### config.mk
export PLATFORM = sky130hd
export DESIGN_NAME = rvvi_packetizer
export DESIGN_NICKNAME = d
export VERILOG_FILES = /design/src/rtl/rvvi_packetizer_pkg.sv /design/src/rtl/rvvi_packetizer_framelen.sv /design/src/rtl/rvvi_packetizer.sv
export SDC_FILE = /design/constraint.sdc
export NUM_CORES = 1
export LEC_CHECK = 0
export ABC_CLOCK_PERIOD_IN_PS = 47100
export CORE_MARGIN = 4
export CORE_UTILIZATION = 30
export DETAILED_ROUTE_END_ITERATION = 10
export DONT_BUFFER_PORTS = 1
export GPL_TIMING_DRIVEN = 0
export PLACE_DENSITY_LB_ADDON = 0.2
export SYNTH_ARGS = -nofsm -noshare
export SYNTH_HDL_FRONTEND = slang
export SYNTH_SLANG_ARGS = --single-unit
### constraint.sdc
create_clock -name clk -period 47.1 [get_ports clk]
set_clock_uncertainty 0.1 [all_clocks]
set_input_delay 9.42 -clock clk [delete_from_list [all_inputs] [get_ports clk]]
set_output_delay 9.42 -clock clk [all_outputs]
set_load 0.05 [all_outputs]
### src/rtl/rvvi_packetizer_pkg.sv
// Shared constants, configuration struct and state type for the RVVI frame packetizer.
// The stream word width, header layout and CSR-count location all live here.
package rvvi_packetizer_pkg;

  typedef struct packed {
    int XLEN;
  } cvw_t;

  localparam cvw_t CVW_DEFAULT = '{XLEN: 64};

  localparam int TX_W          = 32;
  localparam int WORD_SHIFT    = $clog2(TX_W);
  localparam int HDR_FIELD_W   = 16;
  localparam int LEN_W         = 16;
  localparam int REQ_BITS      = 64;
  localparam int CSR_COUNT_OFS = 168;
  localparam int CSR_COUNT_W   = 12;

  typedef enum logic [1:0] {
    IDLE,
    HDR,
    DATA
  } pkt_state_e;

  // Bits in a compressed frame carrying the given number of CSR records.
  function automatic int frame_bits(input int xlen, input int csrs);
    return REQ_BITS + 4 * xlen + csrs * (xlen + 16);
  endfunction

  function automatic int words_for(input int bits);
    return (bits + TX_W - 1) / TX_W;
  endfunction

endpackage

### src/rtl/rvvi_packetizer_framelen.sv
// Combinational frame-length calculator: CSR record count to payload bits/words.
module rvvi_framelen
  import rvvi_packetizer_pkg::*;
#(
  parameter cvw_t P        = CVW_DEFAULT,
  parameter int   MAX_CSRS = 5
) (
  input  logic [CSR_COUNT_W-1:0] csr_count,
  output logic [LEN_W-1:0]       payload_bits,
  output logic [LEN_W-1:0]       payload_words
);

  logic [CSR_COUNT_W-1:0] csrs;

  // A corrupt or oversized count is clamped so the frame never reads past the input vector.
  always_comb begin
    csrs          = (csr_count > CSR_COUNT_W'(MAX_CSRS)) ? CSR_COUNT_W'(MAX_CSRS) : csr_count;
    payload_bits  = LEN_W'(frame_bits(P.XLEN, int'(csrs)));
    payload_words = LEN_W'(words_for(frame_bits(P.XLEN, int'(csrs))));
  end

endmodule

### src/rtl/rvvi_packetizer.sv
// Serialises one captured RVVI frame into a 32-bit valid/ready stream: a header word
// {PayloadWords, FrameCount} followed by the payload, stalling the core while busy.
module rvvi_packetizer
  import rvvi_packetizer_pkg::*;
#(
  parameter cvw_t P                 = CVW_DEFAULT,
  parameter int   MAX_CSRS          = 5,
  parameter int   RVVI_WIDTH        = frame_bits(P.XLEN, MAX_CSRS),
  parameter int   FRAME_COUNT_WIDTH = 16
) (
  input  logic                         clk,
  input  logic                         reset,
  input  logic                         DutValid,
  input  logic [RVVI_WIDTH-1:0]        DutRvvi,
  input  logic [FRAME_COUNT_WIDTH-1:0] DutFrameCount,
  output logic                         RvviStall,
  output logic [TX_W-1:0]              TxData,
  output logic                         TxValid,
  input  logic                         TxReady,
  output logic                         TxLast,
  output logic                         Overflow
);

  localparam int MAX_WORDS = words_for(RVVI_WIDTH);
  localparam int IDX_W     = $clog2(MAX_WORDS + 1);
  localparam int PAD_W     = MAX_WORDS * TX_W;

  pkt_state_e             state, state_next;
  logic [IDX_W-1:0]       idx, idx_next, last_idx;
  logic [RVVI_WIDTH-1:0]  held;
  logic [HDR_FIELD_W-1:0] held_count, held_words;
  logic [LEN_W-1:0]       held_bits;
  logic [LEN_W-1:0]       fl_bits, fl_words;
  logic                   capture, beat;

  rvvi_framelen #(
    .P        (P),
    .MAX_CSRS (MAX_CSRS)
  ) u_framelen (
    .csr_count     (DutRvvi[P.XLEN+CSR_COUNT_OFS +: CSR_COUNT_W]),
    .payload_bits  (fl_bits),
    .payload_words (fl_words)
  );

  assign capture   = (state == IDLE) && DutValid;
  assign TxValid   = (state != IDLE);
  assign RvviStall = (state != IDLE);
  assign beat      = TxValid && TxReady;

  always_comb begin
    state_next = state;
    idx_next   = idx;
    case (state)
      IDLE: if (DutValid) begin
        state_next = HDR;
        idx_next   = '0;
      end
      HDR: if (beat) begin
        state_next = DATA;
        idx_next   = '0;
      end
      DATA: if (beat) begin
        if (idx == last_idx) state_next = IDLE;
        else                 idx_next   = idx + 1'b1;
      end
      default: state_next = IDLE;
    endcase
  end

  always_ff @(posedge clk) begin
    if (reset) begin
      state    <= IDLE;
      idx      <= '0;
      Overflow <= 1'b0;
    end else begin
      state <= state_next;
      idx   <= idx_next;
      if (DutValid && (state != IDLE)) Overflow <= 1'b1;
    end
  end

  // NOTE: the holding register is deliberately not reset; after reset the FSM sits in IDLE
  // and nothing reads it until the next capture overwrites every field.
  always_ff @(posedge clk) begin
    if (capture) begin
      held       <= DutRvvi;
      held_count <= HDR_FIELD_W'(DutFrameCount);
      held_words <= fl_words;
      held_bits  <= fl_bits;
      last_idx   <= IDX_W'(fl_words - 1'b1);
    end
  end

  logic [PAD_W-1:0]  padded;
  logic [TX_W-1:0]   words [MAX_WORDS];
  logic [LEN_W-1:0]  word_base, bits_left;
  logic [TX_W-1:0]   tail_mask;

  assign padded = PAD_W'(held);

  always_comb begin
    for (int k = 0; k < MAX_WORDS; k++) words[k] = padded[k*TX_W +: TX_W];
  end

  // Bits of the current word at or above PayloadBits belong to unused CSR slots and read as zero.
  always_comb begin
    word_base = {{(LEN_W-IDX_W-WORD_SHIFT){1'b0}}, idx, {WORD_SHIFT{1'b0}}};
    bits_left = held_bits - word_base;
    tail_mask = (bits_left < LEN_W'(TX_W)) ? ~({TX_W{1'b1}} << bits_left[WORD_SHIFT-1:0])
                                           : {TX_W{1'b1}};
  end

  always_comb begin
    TxData = '0;
    TxLast = 1'b0;
    case (state)
      HDR:  TxData = {held_words, held_count};
      DATA: begin
        TxData = words[idx] & tail_mask;
        TxLast = (idx == last_idx);
      end
      default: ;
    endcase
  end

endmodule

==> results of run 1 <==
[power groups by stage]
stage	Sequential, W	Combinational [W]	Clock (W)
floorplan	0.00122	0.000271	0
global placement	0.00133	0.000419	0
detailed placement	0.00102	0.000461	0
CTS	0.00100	0.000462	0.000687
global route	0.00101	0.000484	0.000718
finish	0.00100	0.000454	0.000673
[worst max-delay path: cells and delay by family (launching register included)]
family	cells	cell delay, ns
and+or+nand+nor	2	0.45
adders and majority gates	1	0.39
AOI/OAI and AO/OA	5	1.26
buffers and inverters	6	2.75
DFF	1	0.29
[cells in the mapped netlist (all sizes together) (5+ instances only)]
master	number	area [um^2]
nor3	9	66.3
a211oi	25	198
mux2i	63	631
a21oi	52	264
edfxtp	769	23100
buf	51	308
and3	6	42.5
ha	29	363
nand2	104	390
xnor2	17	149
mux2	28	315
o22ai	23	144
clkbuf	43	163
a221oi	5	43.8
dfxtp	8	160
xor2	20	183
or2	5	33.8
nor2	80	303
a22o	16	140
inv	26	97.6
a22oi	7	52.6
o211ai	36	280
nand2b	7	43.8
o21ai	125	626
nand3	17	90.1
mux4	106	2390
and2	6	37.5
o221ai	16	140
[cells in the final DEF (no fill, tap or decap), types with 17 or more instances in the layout]
cell type and instances:
sky130_fd_sc_hd__buf_12 24, sky130_fd_sc_hd__nand2_1 104, sky130_fd_sc_hd__xnor2_1 17, sky130_fd_sc_hd__xor2_1 19, sky130_fd_sc_hd__clkbuf_1 57, sky130_fd_sc_hd__clkbuf_16 90, sky130_fd_sc_hd__nor2_1 78, sky130_fd_sc_hd__edfxtp_1 769
sky130_fd_sc_hd__o21ai_0 108, sky130_fd_sc_hd__buf_2 30, sky130_fd_sc_hd__o22ai_1 23, sky130_fd_sc_hd__mux2i_1 63, sky130_fd_sc_hd__conb_1 20, sky130_fd_sc_hd__o211ai_1 34, sky130_fd_sc_hd__a211oi_1 23, sky130_fd_sc_hd__ha_1 29
sky130_fd_sc_hd__inv_1 26, sky130_fd_sc_hd__mux2_2 28, sky130_fd_sc_hd__mux4_2 106, sky130_fd_sc_hd__a21oi_1 51, sky130_fd_sc_hd__diode_2 29
[metal layers]
metal / GRT usage (%) / vias to the layer above
met5: 0 / -
met4: 6.14 / 44
met3: 7.68 / 197
met2: 37.5 / 823
met1: 25.1 / 8723
li1: - / 7366
[layout make-up]
type / instances / area, um^2
Antenna cell: 29 / 72.6
Buffer: 94 / 477
Multi-Input combinational cell: 881 / 7550
Clock buffer: 110 / 2330
Timing Repair Buffer: 27 / 547
Sequential cell: 777 / 23300
Tap cell: 1380 / 1730
Inverter: 27 / 101
Clock inverter: 49 / 449
Fill cell: 9736 / 67000
[flip-flops by register name, summed over array words and instances (netlist names)]
name and count:
state 2, held_count 16, Overflow 1, held_bits 12, held_words 16, held 720
last_idx 5, idx 5
[cell families after synthesis]
group	after synthesis	share of synthesized area [%]
XOR/XNOR	37	1.06
AND/OR/NAND/NOR	254	3.71
buffers and inverters	121	1.83
other	1	0.0120
adder cells (fa/ha/maj)	31	1.29
flip-flops	777	74.3
multiplexers	197	10.7
AO/OA/AOI/OAI	342	7.10
[path summary, 6_finish.rpt]
check | startpoint | to | cells past startpoint
max | idx[2]$_SDFFE_PP0P_ | TxData[1] | 14
min | state[0]$_SDFFE_PP0P_ | state[0]$_SDFFE_PP0P_ | 4
min reg2reg | state[0]$_SDFFE_PP0P_ | state[0]$_SDFFE_PP0P_ | 4
max reg2reg | idx[1]$_SDFFE_PP0P_ | idx[3]$_SDFFE_PP0P_ | 9
[metrics by stage]
stage | instance area [um^2] | worst slack, ns
floorplan | 31400 | 3.52
global placement | 33100 | -8.19
detailed placement | 33700 | 32.27
CTS | 36400 | 31.51
global route | 36500 | 31.34
finish | 36500 | 31.72
==> flow_summary.ini, run 1 <==
[synth]
post_synth_inst_count = 1760
syn-cell-area_um2 = 31300
ys_types = 76
seq_area_frac_synth_pct = 74.3
synthesis.yosys.warnings = 0
synthesis.area_per_instance_um2 = 17.8
postSynth.asyncResetShare_pct = 0
synthFlopType = sky130_fd_sc_hd__edfxtp_1
ys_ff_latch = 777
synth-edff-count = 769

[placement]
port_buffers = 0
place_congestion = 0.823
placed_instances = 3186
post-dp-hpwl_mm = 94.6

[global_route]
grtUsageTotal_pct = 21.5
largest_net_degree_at_the_start_of_global_routing = 40
number_of_global_route_vias_before_repair = 18100
overflow = 0
grt_pass1_wl_mm = 158
antenna_found_initial = 60

[timing]
worst_hold_slack_ns = 0.603
final.period_utilization_pct = 32.6
relSlewSlack_pct = 2.16
setup_total_negative_slack_ns = 0
timing.final.crit_period_ns = 15.38
slew_violations = 0
peak_freq_mhz = 65.0
final-setup-viol-count = 0
grt_setup_unrepaired = no
hold_viol_final = 0
worstMarginPinSlew_ns = 1.46

[power]
power_density_nw_per_um2 = 58.3
irDropWorstVdd_mv = 0.0451
p_sw_share_pct = 30.2
comb_power_share_pct = 21.3
leakagePower_nw = 11.7
total_internal_power_w = 0.00149
post-layout-total-power_w = 0.00213
net-switching-power_w = 0.000643
pwr-share-clk_pct = 31.6
power.share.sequential_pct = 47.1

[cts]
tritoncts_clock_tree = done
numClockSinks = 777
clock_latency_ns = 0.67
postCtsHoldBufs = 0
root_buffer_selected_by_cts = sky130_fd_sc_hd__clkbuf_16
clk_path_buf_depth = 3
post_cts_buffers = 0
h-tree-depth = 3
worst_setup_hold_path_clk_slew_ns = 0.05
resized_gates_after_cts = 0
numCtsBuffers = 89

[flow_run]
drv.max_cap_violation_count = 0

[floorplan]
fp.dieH_um = 331
design.die.area_um2 = 109000
start_util_pct = 30.2
pin_count = 776
design.core.area_um2 = 103000
dieWidth_um = 331
site_row_count = 118

[finish]
utilization_pct = 35.3
finalNonFillerCells = 3374
final_nets = 2668
area.growth.synth_to_final_pct = 16.7
layout-drive-gt1-share_pct = 18.7

[drt]
met2RoutedLength_mm = 60.5
detailed_route_iter0_violations = 1276
wl_per_cell_um = 35.9
totalWireLength_mm = 121
num_vias = 17200
top_layer = met5
post_dr_vias_cell = 5.08
drt.antenna.violating_nets = 0
remaining_drc_errors = 0
m1_wire_length_mm = 46.1
met3RoutedLength_mm = 10.7
drtPass1Iterations = 5

[critical_path]
data_required_time_of_the_worst_path_ns = 37.58
end_kind = primary output
timing_worst_setup_path_type = reg2out
critPathSlowestCell = sky130_fd_sc_hd__clkbuf_1
path_max_fanout = 10
cp.arrival_ns = 5.86
slowest_delay_ns = 0.71
reg2reg_setup_slack_ns = 43.51
worst_setup_path_start_kind = register
worstPathCellList = buf_2 > clkinv_1 > clkbuf_1 > clkbuf_1 > ha_1 > nand2b_1 > a21boi_0 > or3_1 > o211ai_1 > a211oi_1 > a31oi_2 > buf_6 > buf_2 > a22o_1

[hold_path]
hold_path_class = reg2reg

[run_status]
outcome = completed
Note: power is estimated with default switching activity, not from simulation.
==> run 2, diff against run 1 <==
Settings changed: ABC_CLOCK_PERIOD_IN_PS 47100 to 16000.
Clock period 47.1 ns to 16 ns, I/O delays scaled along.
==> flow_summary.ini, run 2 (synthesis gave the netlist of run 1 again) <==
[timing]
grt_setup_unrepaired = no
relSlewSlack_pct = 8.47
timing.final.crit_period_ns = 9.16
setup_total_negative_slack_ns = 0
final.period_utilization_pct = 57.2
hold_viol_final = 0
final-setup-viol-count = 0
worstMarginPinSlew_ns = 1.37
slew_violations = 0
peak_freq_mhz = 109

[global_route]
grt_util_met1_pct = 25.3
grtUsageTotal_pct = 21.6
number_of_global_route_vias_before_repair = 18100
overflow = 0
largest_net_degree_at_the_start_of_global_routing = 40
antenna_found_initial = 52
gr-usage-met3_pct = 6.97
grt_pass1_wl_mm = 158
grt_use_met2_pct = 38.4
top_usage_layer = met2

[finish]
fillCellCount = 9788
largest_register_ff_count = 720
sequential_cell_area_um2 = 23300
mostFrequentLayoutCell = sky130_fd_sc_hd__edfxtp_1
final_nets = 2666
multi_input_area_um2 = 7550
layout.cells.most_common_list = 769 x sky130_fd_sc_hd__edfxtp_1, 108 x sky130_fd_sc_hd__o21ai_0, 106 x sky130_fd_sc_hd__mux4_2, 104 x sky130_fd_sc_hd__nand2_1, 92 x sky130_fd_sc_hd__clkbuf_16
layout-drive-gt1-share_pct = 18.4
layout_top_registers = held x720, held_count x16, held_words x16
area.growth.synth_to_final_pct = 17.1
top_register = held
area_of_all_placed_cells_without_fillers_um2 = 36600

[critical_path]
end_kind = primary output
timing_worst_setup_path_type = reg2out
critical_path.most_common_cell = sky130_fd_sc_hd__clkbuf_1
critPathSlowestCell = sky130_fd_sc_hd__o21ai_1
reg2reg_setup_slack_ns = 12.25
rr_endpoint = idx[3]$_SDFFE_PP0P_
cp.arrival_ns = 5.86
data_required_time_of_the_worst_path_ns = 12.70
slowest_delay_ns = 0.99
timing.critical_path.max_delay_family = buffers and inverters
timing.critical_path.buf_inv = 5
r2r-start = idx[1]$_SDFFE_PP0P_
path_max_fanout = 10
worst_setup_path_start_kind = register
reg2regPathDepth = 9
worstPathCellList = buf_2 > clkinv_1 > clkbuf_1 > clkbuf_1 > ha_1 > nand2b_1 > a21boi_0 > nor3_1 > o2111ai_1 > a211oi_1 > a21o_1 > clkbuf_2 > o21ai_1

[placement]
place_congestion = 0.839
post-dp-hpwl_mm = 94.7
port_buffers = 0
detailed_place.area_um2 = 33700

[cts]
clk_path_buf_depth = 3
root_buffer_selected_by_cts = sky130_fd_sc_hd__clkbuf_16
numClockSinks = 777
tritoncts_clock_tree = done
post_cts_buffers = 0
worst_setup_hold_path_clk_slew_ns = 0.06
clock_latency_ns = 0.64
numCtsBuffers = 87
resized_gates_after_cts = 0
postCtsHoldBufs = 0
h-tree-depth = 3

[hold_path]
whs_path_depth = 4
worstHoldEndpoint = state[1]$_SDFFE_PP0P_
hold_path_class = reg2reg
hold_path_startpoint = state[1]$_SDFFE_PP0P_

[power]
irDropWorstVdd_mv = 0.144
power_density_nw_per_um2 = 172
leakagePower_nw = 11.8

[drt]
detailed_route_iter0_violations = 1372
wl_per_cell_um = 35.9
num_vias = 17100
totalWireLength_mm = 121
remaining_drc_errors = 0
drtPass1Iterations = 5
post_dr_vias_cell = 5.06
drt.antenna.violating_nets = 0

[floorplan]
fp.dieH_um = 331
design.core.area_um2 = 103000
site_row_count = 118
start_util_pct = 30.2
pin_count = 776
design.die.area_um2 = 109000
dieWidth_um = 331

[run_status]
outcome = completed

[flow_run]
drv.max_cap_violation_count = 0
-- run 2: cell count changes in the layout (fill, tap and decap cells not counted), moves of 2 or more --
cell                         change
sky130_fd_sc_hd__buf_12          -3
sky130_fd_sc_hd__clkinv_1        +8
sky130_fd_sc_hd__buf_16          +3
sky130_fd_sc_hd__diode_2         +5
sky130_fd_sc_hd__clkinvlp_4      -6
sky130_fd_sc_hd__clkbuf_16       +2
sky130_fd_sc_hd__clkinv_4        -2
sky130_fd_sc_hd__clkinv_2        +3
sky130_fd_sc_hd__inv_6           -5
sky130_fd_sc_hd__bufinv_16       +4
-- run 2: area by class of cell --
type	count	share of cell area [%]
sequential	777	63.5
multi-input combinational	881	20.6
clock buffer	112	6.49
tap	1380	4.71
timing repair buffer	27	1.56
clock inverter	50	1.33
buffer	94	1.30
inverter	27	0.277
antenna	34	0.232
-- run 2: where the power goes --
group | leakage, nW | total [W] | switching [W] | internal, W
registers | 7.39 | 0.00294 | 0.000132 | 0.00281
logic | 3.02 | 0.00134 | 0.000896 | 0.000447
clock network | 1.41 | 0.00202 | 0.000827 | 0.00120
-- run 2: metal layers --
layer / share of wire [%] / wire (um) / vias to the layer above
li1: - / - / 7379
met1: 37 / 44900 / 8662
met2: 51 / 61900 / 861
met3: 9.6 / 11600 / 174
met4: 2.2 / 2650 / 40
met5: 0.23 / 283 / -
-- run 2: tightest hold or removal path, stage by stage (launching register included) --
cell	delay, ns
sky130_fd_sc_hd__dfxtp_1	0.33
sky130_fd_sc_hd__inv_1	0.11
sky130_fd_sc_hd__nor2_1	0.06
sky130_fd_sc_hd__a21oi_1	0.12
sky130_fd_sc_hd__nor2_1	0.05
-- run 2: stage by stage --
stage	instances	utilization, %	hold WS [ns]	power, W	setup WS, ns
CTS	3348	35.3	0.604	0.00638	6.76
detailed placement	3186	32.5	0.596	0.00435	7.49
global placement	3159	32.0	0.530	0.00451	-3.45
floorplan	1779	-	0.515	0.00393	0.855
global route	3354	35.3	0.668	0.00656	6.64
finish	3382	35.4	0.610	0.00631	6.84
-- run 2: how the worst max path moves through the flow --
stage | to | start | slack (ns) | cells after the start
4_1_cts | TxData[30] | idx[1]$_SDFFE_PP0P_ | 6.76 | 9
3_5_place_dp | TxData[30] | idx[1]$_SDFFE_PP0P_ | 7.49 | 9
2_1_floorplan | held[0]$_DFFE_PP_ | DutValid | 0.85 | 2
6_report | TxData[23] | idx[2]$_SDFFE_PP0P_ | 6.84 | 13
3_3_place_gp | held[115]$_DFFE_PP_ | DutValid | -3.45 | 2
5_1_grt | TxData[23] | idx[2]$_SDFFE_PP0P_ | 6.64 | 13
==> run 3, diff against run 2 <==
Settings changed: ABC_CLOCK_PERIOD_IN_PS 16000 to 8840.
Clock period 16 ns to 8.84 ns, I/O delays scaled along.
==> flow_summary.ini, run 3 (synthesis gave the netlist of run 1 again) <==
[run_status]
outcome = completed

[critical_path]
timing_worst_setup_path_type = reg2out
path_max_fanout = 10
timing.critical_path.max_delay_family = buffers and inverters
path_depth = 13
rr_endpoint = idx[3]$_SDFFE_PP0P_
cp.arrival_ns = 5.87
slowest_delay_ns = 0.66
critPathSlowestCell = sky130_fd_sc_hd__a22o_1
worstPathCellList = buf_2 > clkinv_1 > clkbuf_1 > clkbuf_1 > ha_1 > nand2b_1 > a21boi_0 > nor3_1 > o2111ai_1 > a211oi_1 > a31oi_2 > buf_2 > a22o_1
worst_setup_path_start_kind = register
data_required_time_of_the_worst_path_ns = 6.97
worstSetupStartpoint = idx[2]$_SDFFE_PP0P_
end_kind = primary output
r2r-start = idx[1]$_SDFFE_PP0P_
timing.critical_path.buf_inv = 5
reg2reg_setup_slack_ns = 5.11
critPathCapture = TxData[13]
reg2regPathDepth = 9

[placement]
place_congestion = 0.834
port_buffers = 0
post-dp-hpwl_mm = 95.1

[global_route]
largest_net_degree_at_the_start_of_global_routing = 39
overflow = 0
antenna_found_initial = 56
number_of_global_route_vias_before_repair = 18300
grt_pass1_wl_mm = 159
grtUsageTotal_pct = 21.9

[timing]
timing.final.crit_period_ns = 7.74
worstMarginPinSlew_ns = 1.37
final.period_utilization_pct = 87.5
slew_violations = 0
grt_setup_unrepaired = no
peak_freq_mhz = 129
setup_total_negative_slack_ns = 0
hold_viol_final = 0
relSlewSlack_pct = 8.64
final-setup-viol-count = 0
worst_hold_slack_ns = 0.606

[drt]
detailed_route_iter0_violations = 1301
num_vias = 17200
wl_per_cell_um = 36.3
drtPass1Iterations = 7
drt.antenna.violating_nets = 0
remaining_drc_errors = 0
totalWireLength_mm = 123
post_dr_vias_cell = 5.10

[cts]
worst_setup_hold_path_clk_slew_ns = 0.07
resized_gates_after_cts = 0
post_cts_buffers = 0
clock_latency_ns = 0.65
numCtsBuffers = 87
postCtsHoldBufs = 0
tritoncts_clock_tree = done
clk_path_buf_depth = 3
numClockSinks = 777
root_buffer_selected_by_cts = sky130_fd_sc_hd__clkbuf_16
h-tree-depth = 3

[power]
pwr-share-clk_pct = 31.8
leakagePower_nw = 11.8
power_density_nw_per_um2 = 311
comb_power_share_pct = 21.4
p_sw_share_pct = 29.9
total_internal_power_w = 0.00798
net-switching-power_w = 0.00341
irDropWorstVdd_mv = 0.178
power.share.sequential_pct = 46.8

[hold_path]
hold_path_startpoint = state[1]$_SDFFE_PP0P_
hold_path_class = reg2reg

[finish]
fillCellCount = 9813
layout-drive-gt1-share_pct = 18.8
area.growth.synth_to_final_pct = 16.9
layout.cells.most_common_list = 769 x sky130_fd_sc_hd__edfxtp_1, 108 x sky130_fd_sc_hd__o21ai_0, 106 x sky130_fd_sc_hd__mux4_2, 104 x sky130_fd_sc_hd__nand2_1, 88 x sky130_fd_sc_hd__clkbuf_16
final_nets = 2666
mostFrequentLayoutCell = sky130_fd_sc_hd__edfxtp_1
top_register = held
largest_register_ff_count = 720
layout_top_registers = held x720, held_count x16, held_words x16

[floorplan]
design.die.area_um2 = 109000
start_util_pct = 30.2
fp.dieH_um = 331
design.core.area_um2 = 103000
site_row_count = 118
dieWidth_um = 331
pin_count = 776

[flow_run]
drv.max_cap_violation_count = 0
## run 3: metal layers
metal  vias up  track usage, %  share of wire [%]
met3       177            7.50                9.3
met4        38            5.80                2.3
met5         -               0               0.20
met1      8759            25.8                 38
met2       855            38.3                 50
li1       7383               -                  -
## run 3: worst reg2reg max path, delay by kind of cell (launching register included)
family        cells  cell delay (ns)
xor+xnor          1             0.16
buf+inv           5             2.09
flops             1             0.41
simple gates      3             0.85
## run 3: power by group through the flow
| stage | clock [W] | combinational, W | sequential (W) |
|---|---|---|---|
| floorplan | 0 | 0.00145 | 0.00566 |
| global placement | 0 | 0.00224 | 0.00593 |
| detailed placement | 0 | 0.00247 | 0.00541 |
| CTS | 0.00372 | 0.00247 | 0.00534 |
| global route | 0.00387 | 0.00259 | 0.00539 |
| finish | 0.00362 | 0.00243 | 0.00533 |
## run 3: worst min path at each step
stage	slack, ns	end	depth (start not counted)
after detailed placement	0.60	state[1]$_SDFFE_PP0P_	4
after global routing	0.67	idx[1]$_SDFFE_PP0P_	3
after floorplan	0.52	state[1]$_SDFFE_PP0P_	4
final	0.61	state[1]$_SDFFE_PP0P_	4
after global placement	0.53	state[1]$_SDFFE_PP0P_	4
after CTS	0.61	state[1]$_SDFFE_PP0P_	4
## run 3: final cells by class
class / count / area, um^2 / share of cell area [%]
Multi-Input combinational cell: 881 / 7550 / 20.6
Tap cell: 1380 / 1730 / 4.72
Inverter: 27 / 114 / 0.311
Clock inverter: 57 / 548 / 1.50
Clock buffer: 100 / 2250 / 6.14
Buffer: 94 / 478 / 1.31
Antenna cell: 35 / 87.6 / 0.239
Timing Repair Buffer: 27 / 566 / 1.55
Sequential cell: 777 / 23300 / 63.6
## run 3: stage by stage
step	power (W)	cells	setup WS [ns]	utilization (%)	area, um^2
final	0.0114	3378	1.10	35.3	36600
after global routing	0.0118	3354	0.722	35.3	36500
after CTS	0.0115	3343	0.860	35.2	36500
after detailed placement	0.00788	3186	1.63	32.5	33700
after global placement	0.00817	3159	-9.01	32.0	33100
after floorplan	0.00711	1779	-4.81	-	31400
